[config.mk]
export PLATFORM = sky130hd
export DESIGN_NAME = fft_r2_mem_ctrl
export DESIGN_NICKNAME = d
export VERILOG_FILES = /design/src/rtl/fft_ctrl_pkg.sv /design/src/rtl/fft_addr_gen.sv /design/src/rtl/fft_r2_mem_ctrl.sv
export SDC_FILE = /design/constraint.sdc
export NUM_CORES = 1
export LEC_CHECK = 0
export ABC_AREA = 0
export BUFFER_PORTS_ARGS = -buffer_cell sky130_fd_sc_hd__buf_2
export CORE_AREA = 10 10 85 65
export CTS_BUF_LIST = sky130_fd_sc_hd__clkbuf_8
export CTS_CLUSTER_SIZE = 10
export DETAILED_ROUTE_END_ITERATION = 10
export DIE_AREA = 0 0 95 75
export PLACE_DENSITY = 0.84
export SYNTH_ARGS = -nofsm -noshare
export SYNTH_HDL_FRONTEND = slang
export SYNTH_SLANG_ARGS = --single-unit
[constraint.sdc]
create_clock -name clk -period 10.44 [get_ports clk]
set_input_delay 2.088 -clock clk [delete_from_list [all_inputs] [get_ports clk]]
set_output_delay 2.088 -clock clk [all_outputs]
set_load 0.01 [all_outputs]
[src/rtl/fft_ctrl_pkg.sv]
// Shared types and helpers for the radix-2 in-place FFT memory sequencer.
package fft_ctrl_pkg;

  localparam int S = 5;
  localparam int N = 1 << S;
  localparam int D = 3;

  typedef enum logic [2:0] {IDLE, LOAD, RUN, DRAIN, UNLOAD} fft_state_e;

  function automatic logic [15:0] bitrev(input logic [15:0] a, input int w);
    logic [15:0] r;
    r = '0;
    for (int i = 0; i < 16; i++)
      if (i < w) r[w-1-i] = a[i];
    return r;
  endfunction

endpackage

[src/rtl/fft_addr_gen.sv]
// Butterfly address/twiddle generator: (stage, k, ph) -> RAM address and twiddle index.
module fft_addr_gen #(
  parameter int ADDR_W = 5,
  parameter int STG_W  = 3
) (
  input  logic [STG_W-1:0]  stage,
  input  logic [ADDR_W-2:0] k,
  input  logic              ph,
  output logic [ADDR_W-1:0] addr,
  output logic [ADDR_W-2:0] tw_idx
);

  int                sh;
  logic [ADDR_W-1:0] kx, span, j, grp, a;

  // span = N >> (stage+1) = 1 << (ADDR_W-1-stage)
  always_comb begin
    sh     = ADDR_W - 1 - int'(stage);
    kx     = {1'b0, k};
    span   = ADDR_W'(1) << sh;
    j      = kx & (span - ADDR_W'(1));
    grp    = kx >> sh;
    a      = (grp << (sh + 1)) | j;
    addr   = ph ? a + span : a;
    tw_idx = (ADDR_W-1)'(j << stage);
  end

endmodule

[src/rtl/fft_r2_mem_ctrl.sv]
// In-place radix-2 DIF FFT sequencer over a simple dual-port RAM.
// Define FFT_OUT_BITREV_EN to unload in natural (bit-reversed address) order.
module fft_r2_mem_ctrl
  import fft_ctrl_pkg::*;
#(
  parameter int ADDR_W = S,
  parameter int BF_LAT = D - 1
) (
  input  logic                       clk,
  input  logic                       rstn,
  input  logic                       start,
  input  logic                       in_valid,
  output logic                       in_ready,
  output logic                       out_valid,
  input  logic                       out_ready,
  output logic                       busy,
  output logic                       done,
  output logic                       ram_valid,
  output logic                       ram_we,
  output logic                       ram_re,
  output logic [ADDR_W-1:0]          ram_addr_w,
  output logic [ADDR_W-1:0]          ram_addr_r,
  output logic                       wr_sel,
  output logic                       bf_op,
  output logic                       bf_en,
  output logic [ADDR_W-2:0]          tw_idx,
  output logic [$clog2(ADDR_W)-1:0]  stage
);

  localparam int NP    = 1 << ADDR_W;
  localparam int ND    = 1 + BF_LAT;
  localparam int STG_W = $clog2(ADDR_W);
  localparam int KW    = ADDR_W - 1;
  localparam int DW    = (ND > 1) ? $clog2(ND) : 1;

  fft_state_e                   state;
  logic [ADDR_W:0]              cnt;
  logic [KW-1:0]                k;
  logic                         ph;
  logic [DW-1:0]                dcnt;
  logic [ADDR_W-1:0]            gen_addr;
  logic [KW-1:0]                gen_tw;
  logic                         run_rd, ld_we, ul_re;
  logic [ADDR_W-1:0]            ul_addr;
  logic [ND-1:0]                vld_pipe;
  logic [ND-1:0][ADDR_W-1:0]    addr_pipe;

  fft_addr_gen #(.ADDR_W(ADDR_W), .STG_W(STG_W)) u_addr_gen (
    .stage  (stage),
    .k      (k),
    .ph     (ph),
    .addr   (gen_addr),
    .tw_idx (gen_tw)
  );

  assign run_rd = (state == RUN);
  assign ld_we  = (state == LOAD) && in_valid;
  assign ul_re  = (state == UNLOAD) && !cnt[ADDR_W] && (!out_valid || out_ready);

`ifdef FFT_OUT_BITREV_EN
  assign ul_addr = ADDR_W'(bitrev(16'(cnt[ADDR_W-1:0]), ADDR_W));
`else
  assign ul_addr = cnt[ADDR_W-1:0];
`endif

  assign in_ready   = (state == LOAD);
  assign busy       = (state != IDLE);
  assign ram_re     = run_rd | ul_re;
  assign ram_we     = ld_we | vld_pipe[ND-1];
  assign ram_valid  = ram_re | ram_we;
  assign ram_addr_r = run_rd ? gen_addr : (ul_re ? ul_addr : '0);
  assign ram_addr_w = ld_we ? cnt[ADDR_W-1:0] : (vld_pipe[ND-1] ? addr_pipe[ND-1] : '0);
  assign wr_sel     = (state == RUN) || (state == DRAIN);
  assign bf_en      = run_rd;
  assign bf_op      = run_rd & ph;
  assign tw_idx     = (run_rd && !ph) ? gen_tw : '0;

  // Write-back delay line: each butterfly read retires as an in-place write D cycles later.
  always_ff @(posedge clk or negedge rstn) begin
    if (!rstn) begin
      vld_pipe  <= '0;
      addr_pipe <= '0;
    end else begin
      vld_pipe     <= ND'({vld_pipe, run_rd});
      addr_pipe[0] <= gen_addr;
      for (int i = 1; i < ND; i++) addr_pipe[i] <= addr_pipe[i-1];
    end
  end

  always_ff @(posedge clk or negedge rstn) begin
    if (!rstn) begin
      state     <= IDLE;
      cnt       <= '0;
      k         <= '0;
      ph        <= 1'b0;
      dcnt      <= '0;
      stage     <= '0;
      out_valid <= 1'b0;
      done      <= 1'b0;
    end else begin
      done <= 1'b0;
      case (state)
        IDLE: if (start) begin
          state <= LOAD;
          cnt   <= '0;
        end
        LOAD: if (in_valid) begin
          cnt <= cnt + (ADDR_W+1)'(1);
          if (cnt == (ADDR_W+1)'(NP-1)) begin
            state <= RUN;
            stage <= '0;
            k     <= '0;
            ph    <= 1'b0;
          end
        end
        RUN: begin
          ph <= ~ph;
          if (ph) begin
            k <= k + KW'(1);
            if (k == '1) begin
              state <= DRAIN;
              dcnt  <= '0;
            end
          end
        end
        // Hold off the next stage's reads until every pending write has landed
        DRAIN: begin
          dcnt <= dcnt + DW'(1);
          if (dcnt == DW'(ND-1)) begin
            if (stage == STG_W'(ADDR_W-1)) begin
              state <= UNLOAD;
              cnt   <= '0;
            end else begin
              state <= RUN;
              stage <= stage + STG_W'(1);
              k     <= '0;
              ph    <= 1'b0;
            end
          end
        end
        UNLOAD: begin
          if (ul_re) begin
            cnt       <= cnt + (ADDR_W+1)'(1);
            out_valid <= 1'b1;
          end else if (out_ready) begin
            out_valid <= 1'b0;
          end
          if (out_valid && out_ready && cnt[ADDR_W]) begin
            state     <= IDLE;
            done      <= 1'b1;
            out_valid <= 1'b0;
            cnt       <= '0;
            stage     <= '0;
          end
        end
        default: state <= IDLE;
      endcase
    end
  end

endmodule

; ---- Word level (Yosys, flattened, before mapping)
; Cells that the tools add are included.
; W data, S select, Z words.
[totals]
regBits = 39
in_bits = 5
elab_cells = 120
out_inout_bits = 27
[op_classes]
n_eq_ne = 18
bitwise = 7
reduce_logical = 25
add_sub_neg = 8
shift = 4
mux = 46
[op_table]
columns = operator, count
row1 = $mux W3, 12
row2 = $mux W6, 6
row3 = $add A32 B2 Y32 const B, 1
row4 = $shl A1 B32 Y5 const A, 1
row5 = $shl A5 B32 Y5, 1
row6 = $shr A4 B32 Y5, 1
row7 = $mux W5, 5
row8 = $mux W4, 6
row9 = $pmux W6 S4, 1
row10 = $reduce_and A6 Y1, 3
row11 = $pmux W3 S5, 1
row12 = $pmux W4 S3, 1
row13 = $reduce_bool A3 Y1, 4
row14 = $ne A2 B1 Y1 const B, 5
row15 = $mux W1, 9
row16 = $pmux W3 S3, 1
row17 = $ne A2 B2 Y1 const B, 4
row18 = $reduce_and A7 Y1, 1
row19 = $add A6 B1 Y6 const B, 1
row20 = $eq A3 B2 Y1 const B, 2
row21 = $eq A3 B3 Y1 const B, 2
row22 = $eq A6 B5 Y1 const B, 1
row23 = $logic_and A1 B1 Y1, 6
row24 = $add A5 B5 Y5, 1
row25 = other kinds (26), 32

; ---- Longest topological paths before layout
; Gate-level depths: netlist of the first run.
[logic_depth]
ltp_word = 8
mapped_depth = 17
mapped_depth_nobuf = 15

; ---- Cells and area by module
; From an unflattened synthesis of the first run, not the netlist that was laid out.
[hier_totals]
hier_cells = 310
hier_area_um2 = 2785.2
[by_module_without_submodules]
columns = mod, n_inst, cells_per_inst, seq_area_each_um2, area_each_um2
row1 = fft_r2_mem_ctrl, 1, 197, 975.9, 1988.2
row2 = fft_addr_gen, 1, 113, 0.0, 797.0

; ---- Worst setup path after synthesis of the first run
; No wires, ideal clock.
[synth_path]
path_kind = flip-flop to output port
start = register stage[0]
end = output port ram_addr_r[3]
setup_slack_ns = 4.017
t_required_ns = 8.352
arrival_ns = 4.335
path_stages_with_launch = 17
n_path_buf = 2
path_cell_list = dfrtp_1 clkbuf_1 clkinv_1 ha_1 ha_1 clkbuf_1 nand3_1 ha_1 or4_4 or3_4 o21bai_2 ha_1 a21o_1 a21oi_1 xnor2_1 mux2_4 a22o_1
[synth_via]
elab_chain_len = 8
word_cells_on_any_way = 11
cone_classes = add/sub (4) / shift (3) / mux (2) / bitwise (2)
[synth_lines]
columns = item, line_no
row1 = start: declaration, fft_r2_mem_ctrl.sv:27  ; output logic [$clog2(ADDR_W)-1:0] stage
row2 = start signal: assignment, fft_r2_mem_ctrl.sv:135  ; stage <= stage + STG_W'(1);
row3 = $sub A3 B3 Y4 (*), fft_addr_gen.sv:18  ; sh = ADDR_W - 1 - int'(stage);
row4 = branches (longest 5 deep; another with $add A32 B2 Y32), --
row5 = $mux W5 (*), fft_addr_gen.sv:24  ; addr = ph ? a + span : a;
row6 = net gen_addr[3], fft_r2_mem_ctrl.sv:41  ; logic [ADDR_W-1:0] gen_addr;
row7 = $mux W5 (*), fft_r2_mem_ctrl.sv:71  ; assign ram_addr_r = run_rd ? gen_addr : (ul_re ? ul_addr : '0);
row8 = end: declaration, fft_r2_mem_ctrl.sv:22  ; output logic [ADDR_W-1:0] ram_addr_r,
; Mark *: on every way through the listed nets, which the timed path passes.

; ---- Worst setup path after layout of the first run
[layout_path]
start = register stage[0]
end = output port ram_addr_r[4]
; The elaborated chain is that of the path after synthesis.

==> reports/metrics.yaml, run 1 <==
path_cells: "clkinv_1 -> ha_1 -> ha_1 -> nand3_1 -> ha_1 -> or4_4 -> or3_4 -> nor4b_2 -> a21o_2 -> ha_1 -> nand3_1 -> nand4_1 -> a21oi_1 -> xnor2_1 -> a22o_1 -> buf_2"
ys_types: 57
synth_area_leader_cell: "dfrtp_1"
utilization_pct: 69.5
final_area_um2: 2680
setup_viol: 0
finalCritPeriodShare_pct: 66.2
hpwl_mm: 4.04
placedInstanceArea_um2: 2560
path_common_cell: "ha_1"
critPathBufInv: 2
dp_slack_ps: 3860
routedWlPerCell_um: 16.5
path_max_fanout: 15
p_per_area_nw_per_um2: 290
worst_slew_pin_slew_ps: 836
synth_fa_ha_area_share_pct: 8.69
syn-num-nets: 276
synth_common_cells: "39 x dfrtp_1, 24 x nand2_1, 19 x o21ai_0"
cts_tree: "done"
grt_pass1_vias: 1893
startpoint_type: "register"
fin_crit_ps: 6910
die_h_um: 75
maxSlewViolCount: 0
ios: 32
ant_nets: 0
cts_root_buf: "clkbuf_8"
cp-end-kind: "output port"
synth_compound_area_share_pct: 17.4
relSlewSlack_pct: 43.8
num_vias: 2025
synth_async_sr_flop_share_pct: 100
synthSimpleGateAreaFrac_pct: 22.7
synth.most_common_cell: "dfrtp_1"
max_freq_mhz: 145
skew_ps: 11.2
synth-main-ff-cell: "dfrtp_1"
drv_cap: 0
cts_hold_buf: 0
hold_viol_final: 0
rows: 19
place.gp.congestion: 0.895
grt_overflow_total: 0
cts_buffers: 5
synth-xor-area-share_pct: 3.30
synth_edf_count: 0
via_per_inst: 6.06
status: "finished clean"
synthesis.area_um2: 2390
start_util_pct: 62.1
hold_class: "register to register"
critPathTopFamily: "simple AND/OR/NAND/NOR gates"
synthMuxAreaShare_pct: 3.51
synth_seq_cells: 39
core_um2: 3850
clkTransAtPathRegs_ps: 80
ys_seq_area_share_pct: 40.8
critical_path.slowest_cell: "dfrtp_1"
first_pass_iters: 5
htreeDepth: 2
fin_setup_tns_ps: 0
cts.sink_count: 39
die_width_um: 95
syn-instance-count: 255
netlist.area_leader.share_pct: 40.8
cts_setup_buffers: 0
arrival_ps: 4820
cpPeakStageDelay_ps: 590
required_ps: 8350
fin_ws_ps: 3530
antenna_found_initial: 0
drc: 0
final_nets: 302
drive_above_1_share_pct: 18.8
p_leak_nw: 1.29
port_buffers: 31
diodes: 0
synth_top_family_by_area: "simple AND/OR/NAND/NOR gates"
grt_usage_pct: 15.6
grt_pass1_wl_mm: 8.86
finalPower_mw: 0.777
clockBufferDepth: 2
rsz0062_at_grt: "false"
die_area_um2: 7130
crit_type: "register to output port"
grt_max_degree: 40
ys_warn_count: 0
routed_wirelength_mm: 5.50
synth_area_leaders: "dfrtp_1 41%, ha_1 7.9%, o21ai_0 4.0%"
drt_iter0_drc: 134
area_delta_synth_final_pct: 12.0
ir_drop_mv: 0.157
cts.repair.resized: 0
syn_avg_cell_area_um2: 9.37
clk_latency_ps: 300
## sequential cells by signal, summed over array words and instances (netlist names)
register	count
addr_pipe	15
cnt	6
k	4
stage	3
state	3
vld_pipe	3
dcnt	2
done	1
out_valid	1
ph	1
## cell type report
class | instances | area, um^2
Timing Repair Buffer | 31 | 155
Sequential cell | 39 | 976
Clock buffer | 5 | 68.8
Tap cell | 52 | 65.1
Fill cell | 319 | 1170
Inverter | 10 | 37.5
Clock inverter | 3 | 43.8
Multi-Input combinational cell | 194 | 1330
## cells by family (layout without fill, tap and decap cells)
family,after synthesis,count (layout)
AND/OR/NAND/NOR,99,99
AO/OA/AOI/OAI,63,63
flip-flops,39,39
buffers and inverters,22,49
adder cells (fa/ha/maj),16,16
XOR/XNOR,9,9
multiplexers,7,7
## final timing paths
path | from | to | slack [ps] | cells past startpoint
worst max-delay path | stage[0]$_DFFE_PN0P_ | ram_addr_r[4] | 3530 | 16
worst min-delay path | addr_pipe[3]$_DFF_PN0_ | addr_pipe[8]$_DFF_PN0_ | 350 | 0
worst max register to register | stage[0]$_DFFE_PN0P_ | addr_pipe[4]$_DFF_PN0_ | 6100 | 14
worst min register to register | addr_pipe[3]$_DFF_PN0_ | addr_pipe[8]$_DFF_PN0_ | 350 | 0
max in group asynchronous | rstn | addr_pipe[5]$_DFF_PN0_ | 8020 | 1
min in group asynchronous | rstn | state[1]$_DFFE_PN0P_ | 1880 | 1
## layer usage
layer  part of all wire [%]  vias up  wire length (um)  global-route usage (%)
met3                    6.2       11               341                    2.98
met2                     47       74              2590                    25.5
met1                     44      964              2440                    19.3
met5                      0        -                 0                       0
met4                    2.3        0               124                    8.77
li1                       -      976                 -                       -
## power breakdown
part / internal (mW) / total [mW] / switching (mW)
combinational: 0.156 / 0.391 / 0.235
clock: 0.0711 / 0.127 / 0.0559
sequential: 0.195 / 0.260 / 0.0647
total: 0.422 / 0.777 / 0.356
## worst register-to-register path, stage by stage, from the launching register on
cell and delay, ps:
dfrtp_1 590, clkinv_1 300, ha_1 290, ha_1 530, nand3_1 140, ha_1 200, or4_4 540, or3_4 410
nor4b_2 240, a21o_2 150, ha_1 270, nand3_1 120, nand4_1 100, a21oi_1 190, xnor2_1 170
## per-stage QoR
step | std cells | hold WS, ps
detailed placement | 326 | 335
global placement | 326 | 332
CTS | 334 | 349
global route | 334 | 360
finish | 334 | 346
floorplan | 255 | 331
## placed cells by master, fill, tap and decap left out, types with 3 or more instances in the layout
| master | Yosys | routed |
|---|---|---|
| a211oi_1 | 4 | 4 |
| a21o_1 | 4 | 4 |
| a21oi_1 | 11 | 11 |
| a22o_1 | 5 | 5 |
| buf_2 | 1 | 31 |
| clkbuf_8 | 0 | 5 |
| dfrtp_1 | 39 | 39 |
| ha_1 | 15 | 15 |
| inv_1 | 8 | 8 |
| nand2_1 | 24 | 24 |
| nand3_1 | 11 | 11 |
| nand3b_1 | 3 | 3 |
| nand4_1 | 5 | 5 |
| nor2_1 | 18 | 18 |
| nor2b_1 | 5 | 5 |
| nor3_1 | 5 | 5 |
| nor4_1 | 3 | 3 |
| nor4b_1 | 3 | 3 |
| o21ai_0 | 19 | 19 |
| o31ai_1 | 3 | 3 |
| or3_1 | 4 | 4 |
| xnor2_1 | 6 | 6 |
| xor2_1 | 3 | 3 |
Note: power is estimated with default switching activity, not from simulation.
==> run 2: changes to the inputs <==
--- a/config.mk
+++ b/config.mk
@@ -7,12 +7,12 @@
 export LEC_CHECK = 0
 export ABC_AREA = 0
 export BUFFER_PORTS_ARGS = -buffer_cell sky130_fd_sc_hd__buf_2
-export CORE_AREA = 10 10 85 65
+export CORE_AREA = 10 10 87 66
 export CTS_BUF_LIST = sky130_fd_sc_hd__clkbuf_8
 export CTS_CLUSTER_SIZE = 10
 export DETAILED_ROUTE_END_ITERATION = 10
-export DIE_AREA = 0 0 95 75
-export PLACE_DENSITY = 0.84
+export DIE_AREA = 0 0 97 76
+export PLACE_DENSITY = 0.81
 export SYNTH_ARGS = -nofsm -noshare
 export SYNTH_HDL_FRONTEND = slang
 export SYNTH_SLANG_ARGS = --single-unit
==> constraint.sdc (replaced) <==
create_clock -name clk -period 6.8 [get_ports clk]
set_input_delay 1.36 -clock clk [delete_from_list [all_inputs] [get_ports clk]]
set_output_delay 1.36 -clock clk [all_outputs]
set_load 0.01 [all_outputs]
==> run 2 against run 1 <==
Against the previous run:
- clock power increased by 52%
- sequential share of layout area fell by 0.051 points
- critical path type unchanged
- global-route usage fell by 1.3 points
- routed wire length decreased by 2.9%
- largest cell class unchanged
==> reports/metrics.yaml, run 2 (synthesized netlist as in run 1, its figures left out) <==
fin_ws_ps: 608
hold_depth: 0
finalPower_mw: 1.18
hold_class: "register to register"
place.gp.congestion: 0.841
drv_cap: 0
required_ps: 5440
rr_worst_depth: 13
drc: 0
nFillCells: 346
top_register: "addr_pipe"
rsz0062_at_grt: "false"
cts_tree: "done"
skew_ps: 11.4
max_freq_mhz: 161
crit_type: "register to output port"
grt_overflow_total: 0
grt_busiest_layer: "met2"
routedWlPerCell_um: 15.8
die_width_um: 97
worst_slew_pin_slew_ps: 858
antenna_found_initial: 0
holdWs_ps: 338
first_pass_iters: 4
drive_above_1_share_pct: 18.8
die_h_um: 76
ant_nets: 0
clkTransAtPathRegs_ps: 80
diodes: 0
clk_latency_ps: 300
area_delta_synth_final_pct: 12.1
cts_setup_buffers: 0
ios: 32
reg2reg_slack_ps: 2460
die_area_um2: 7370
maxSlewViolCount: 0
drt_iter0_drc: 107
ir_drop_mv: 0.209
finalCritPeriodShare_pct: 91.1
start_util_pct: 57.2
clockBufferDepth: 2
startpoint_type: "register"
status: "finished clean"
cts.sink_count: 39
cts_root_buf: "clkbuf_8"
use_met2_pct: 22.5
grt_use_met3_pct: 3.44
grt_usage_pct: 14.3
arrival_ps: 4830
final_nets: 302
fin_crit_ps: 6190
core_um2: 4180
path_max_fanout: 15
rows: 20
cts_buffers: 5
p_leak_nw: 1.29
grt_max_degree: 40
reg_top3: "addr_pipe: 15 flops, cnt: 6 flops, k: 4 flops"
reg2reg_to: "addr_pipe[4]$_DFF_PN0_"
hpwl_mm: 3.99
htreeDepth: 2
relSlewSlack_pct: 42.8
p_per_area_nw_per_um2: 440
utilization_pct: 64.1
routed_wirelength_mm: 5.34
grtUsageMet1_pct: 18.5
via_per_inst: 5.89
largest_register_ffs: 15
num_vias: 1984
mostFrequentLayoutCell: "dfrtp_1"
grt_pass1_wl_mm: 9.01
min_to: "addr_pipe[14]$_DFF_PN0_"
hold_viol_final: 0
setup_viol: 0
port_buffers: 31
layout_common_cells: "39 x dfrtp_1, 31 x buf_2, 24 x nand2_1, 19 x o21ai_0, 18 x nor2_1"
cts_hold_buf: 0
dp_slack_ps: 938
cts.repair.resized: 0
cp-end-kind: "output port"
fin_setup_tns_ps: 0
reg2reg_from: "stage[0]$_DFFE_PN0P_"
min_from: "addr_pipe[9]$_DFF_PN0_"
grt_pass1_vias: 1862
-- run 2: report_power, final --
part           leakage, nW  switching [mW]  internal, mW
Sequential           0.507          0.0980         0.299
Clock               0.0581          0.0840         0.109
Combinational        0.727           0.353         0.237
-- run 2: layout make-up --
type	instances	area, um^2	share of cell area [%]
clock buffer	5	68.8	2.57
tap	55	68.8	2.57
inverter	10	37.5	1.40
sequential	39	976	36.4
timing repair buffer	31	155	5.79
clock inverter	3	43.8	1.63
multi-input combinational	194	1330	49.6
-- run 2: how the worst max path moves through the flow --
stage | startpoint | endpoint | slack, ps | cells past startpoint
after detailed placement | stage[0]$_DFFE_PN0P_ | ram_addr_r[4] | 940 | 15
after global placement | stage[0]$_DFFE_PN0P_ | ram_addr_r[3] | 1110 | 15
after floorplan | stage[0]$_DFFE_PN0P_ | ram_addr_r[3] | 1100 | 16
final | stage[0]$_DFFE_PN0P_ | ram_addr_r[4] | 610 | 15
after global routing | stage[0]$_DFFE_PN0P_ | ram_addr_r[4] | 230 | 15
after CTS | stage[0]$_DFFE_PN0P_ | ram_addr_r[3] | 620 | 15
-- run 2: metal layers --
layer / vias up / part of all wire, % / wire, um
met5: - / 0 / 0
met4: 0 / 1.7 / 91
met3: 7 / 3.7 / 195
met2: 33 / 46 / 2460
met1: 967 / 49 / 2590
li1: 977 / - / -
-- run 2: worst max-delay path, cell delays in order, from the launching register on --
cell and delay, ps:
dfrtp_1 600, clkinv_1 300, ha_1 290, ha_1 540
nand3_1 140, ha_1 210, or4_4 540, o41ai_1 490
ha_1 270, fa_1 220, nand3_1 110, a22o_1 190
a21oi_1 170, xnor2_1 170, a22o_1 170, buf_2 130
-- run 2: per-stage QoR --
stage,instances,instance area (um^2)
after floorplan,255,2390
final,337,2680
after global placement,329,2570
after CTS,337,2680
after detailed placement,329,2570
after global routing,337,2680
==> run 3: changes to the inputs <==
--- a/config.mk
+++ b/config.mk
@@ -12,7 +12,8 @@
 export CTS_CLUSTER_SIZE = 10
 export DETAILED_ROUTE_END_ITERATION = 10
 export DIE_AREA = 0 0 97 76
-export PLACE_DENSITY = 0.81
+export PLACE_DENSITY = 0.87
+export REMOVE_ABC_BUFFERS = 1
 export SYNTH_ARGS = -nofsm -noshare
 export SYNTH_HDL_FRONTEND = slang
 export SYNTH_SLANG_ARGS = --single-unit
==> run 3 against run 2 <==
Against the previous run:
- largest cell class unchanged
- core utilization is the same
- critical endpoint is now ram_addr_r[3]
- final cell count unchanged
- sequential cell count unchanged
- hold slack improved by 9.5 ps
- combinational power is 2% higher
- worst setup slack worse by 49 ps
- die area unchanged
- register-to-register slack lost 30 ps
- sequential power hardly changed
- clock skew down 7.1 ps
==> reports/metrics.yaml, run 3 (synthesized netlist as in run 1, its figures left out) <==
status: "finished clean"
crit_type: "register to output port"
routedWlPerCell_um: 15.4
core_um2: 4180
cts_tree: "done"
cts.repair.resized: 0
layout_common_cells: "39 x dfrtp_1, 31 x buf_2, 24 x nand2_1, 19 x o21ai_0, 18 x nor2_1"
diodes: 0
drt_iter0_drc: 163
internal_power_mw: 0.646
clkTransAtPathRegs_ps: 80
setup_viol: 0
dp_slack_ps: 928
drive_above_1_share_pct: 18.8
multi_input_area_um2: 1330
switching_share_pct: 45.5
path_max_fanout: 15
final_nets: 302
cts_hold_buf: 0
cts_root_buf: "clkbuf_8"
port_buffers: 31
final-seq-area_um2: 976
ant_nets: 0
hpwl_mm: 3.86
grt_pass1_wl_mm: 8.88
max_freq_mhz: 160
dr_wl_met2_mm: 2.26
pwr-share-clk_pct: 16.2
largest_register_ffs: 15
relSlewSlack_pct: 45.6
maxSlewViolCount: 0
place.gp.congestion: 0.924
nFillCells: 337
area_delta_synth_final_pct: 12.1
fin_setup_tns_ps: 0
p_sw_mw: 0.539
ios: 32
finalCritPeriodShare_pct: 91.8
reg_top3: "addr_pipe: 15 flops, cnt: 6 flops, k: 4 flops"
grt_usage_pct: 14.3
drv_cap: 0
routed-wl-met3_um: 278
cts_buffers: 5
drc: 0
seqPwrFrac_pct: 33.3
via_per_inst: 5.95
antenna_found_initial: 0
dr.max_layer_used: "met4"
hold_viol_final: 0
die_area_um2: 7370
wl_met1_mm: 2.58
routed_wirelength_mm: 5.19
cts.sink_count: 39
p_comb_share_pct: 50.6
grt_max_degree: 40
top_register: "addr_pipe"
worst_slew_pin_slew_ps: 815
ir_drop_mv: 0.313
clk_latency_ps: 300
cp-end-kind: "output port"
num_vias: 2006
arrival_ps: 4880
start_util_pct: 57.2
rsz0062_at_grt: "false"
grt_overflow_total: 0
die_width_um: 97
rows: 20
startpoint_type: "register"
fin_crit_ps: 6240
p_leak_nw: 1.29
p_per_area_nw_per_um2: 442
hold_class: "register to register"
fin_ws_ps: 559
required_ps: 5440
die_h_um: 76
cts_setup_buffers: 0
mostFrequentLayoutCell: "dfrtp_1"
htreeDepth: 2
clockBufferDepth: 2
first_pass_iters: 4
grt_pass1_vias: 1794
skew_ps: 4.36
-- run 3: stage by stage --
step	util (%)	total power [mW]	hold slack (ps)	std cells	instance area, um^2
floorplan	-	0.810	331	243	2340
global placement	61.4	0.975	333	329	2570
detailed placement	61.4	0.990	335	329	2570
CTS	64.1	1.19	348	337	2680
global route	64.1	1.30	356	337	2680
finish	64.1	1.19	348	337	2680
-- run 3: path summary, 6_finish.rpt --
check	start	end	slack [ps]	depth (start not counted)
max	stage[0]$_DFFE_PN0P_	ram_addr_r[3]	560	15
min	addr_pipe[2]$_DFF_PN0_	addr_pipe[7]$_DFF_PN0_	350	0
max reg2reg	stage[0]$_DFFE_PN0P_	addr_pipe[3]$_DFF_PN0_	2430	13
min reg2reg	addr_pipe[2]$_DFF_PN0_	addr_pipe[7]$_DFF_PN0_	350	0
max in group asynchronous	rstn	stage[0]$_DFFE_PN0P_	5130	1
min in group asynchronous	rstn	addr_pipe[8]$_DFF_PN0_	1150	1
-- run 3: metal layers --
metal,track usage [%],vias up
met5,0,-
met4,4.12,0
met3,4.71,7
met2,20.3,55
met1,19.9,966
li1,-,978
-- run 3: power groups by stage --
stage | combinational (mW) | clock (mW) | sequential, mW
2_1_floorplan | 0.431 | 0 | 0.378
3_3_place_gp | 0.581 | 0 | 0.395
3_5_place_dp | 0.592 | 0 | 0.398
4_1_cts | 0.597 | 0.198 | 0.394
5_1_grt | 0.679 | 0.208 | 0.410
6_report | 0.599 | 0.192 | 0.394
-- run 3: final cells by class --
cell class,count,area share [%]
inverters,10,1.40
multi-input cells,194,49.6
clock inverters,3,1.63
clock buffers,5,2.57
repair buffers,31,5.79
well taps,55,2.57
flip-flops and latches,39,36.4
-- run 3: critical path, stage by stage (launching register included) --
cell and delay [ps]:
dfrtp_1 610, clkinv_1 320, ha_1 290, ha_1 540
nand3_1 130, ha_1 210, or4_4 540, or3_4 410
o21bai_2 220, ha_1 270, a21o_1 180, a21oi_1 190
xnor2_1 80, mux2_4 260, a22o_1 200, buf_2 140
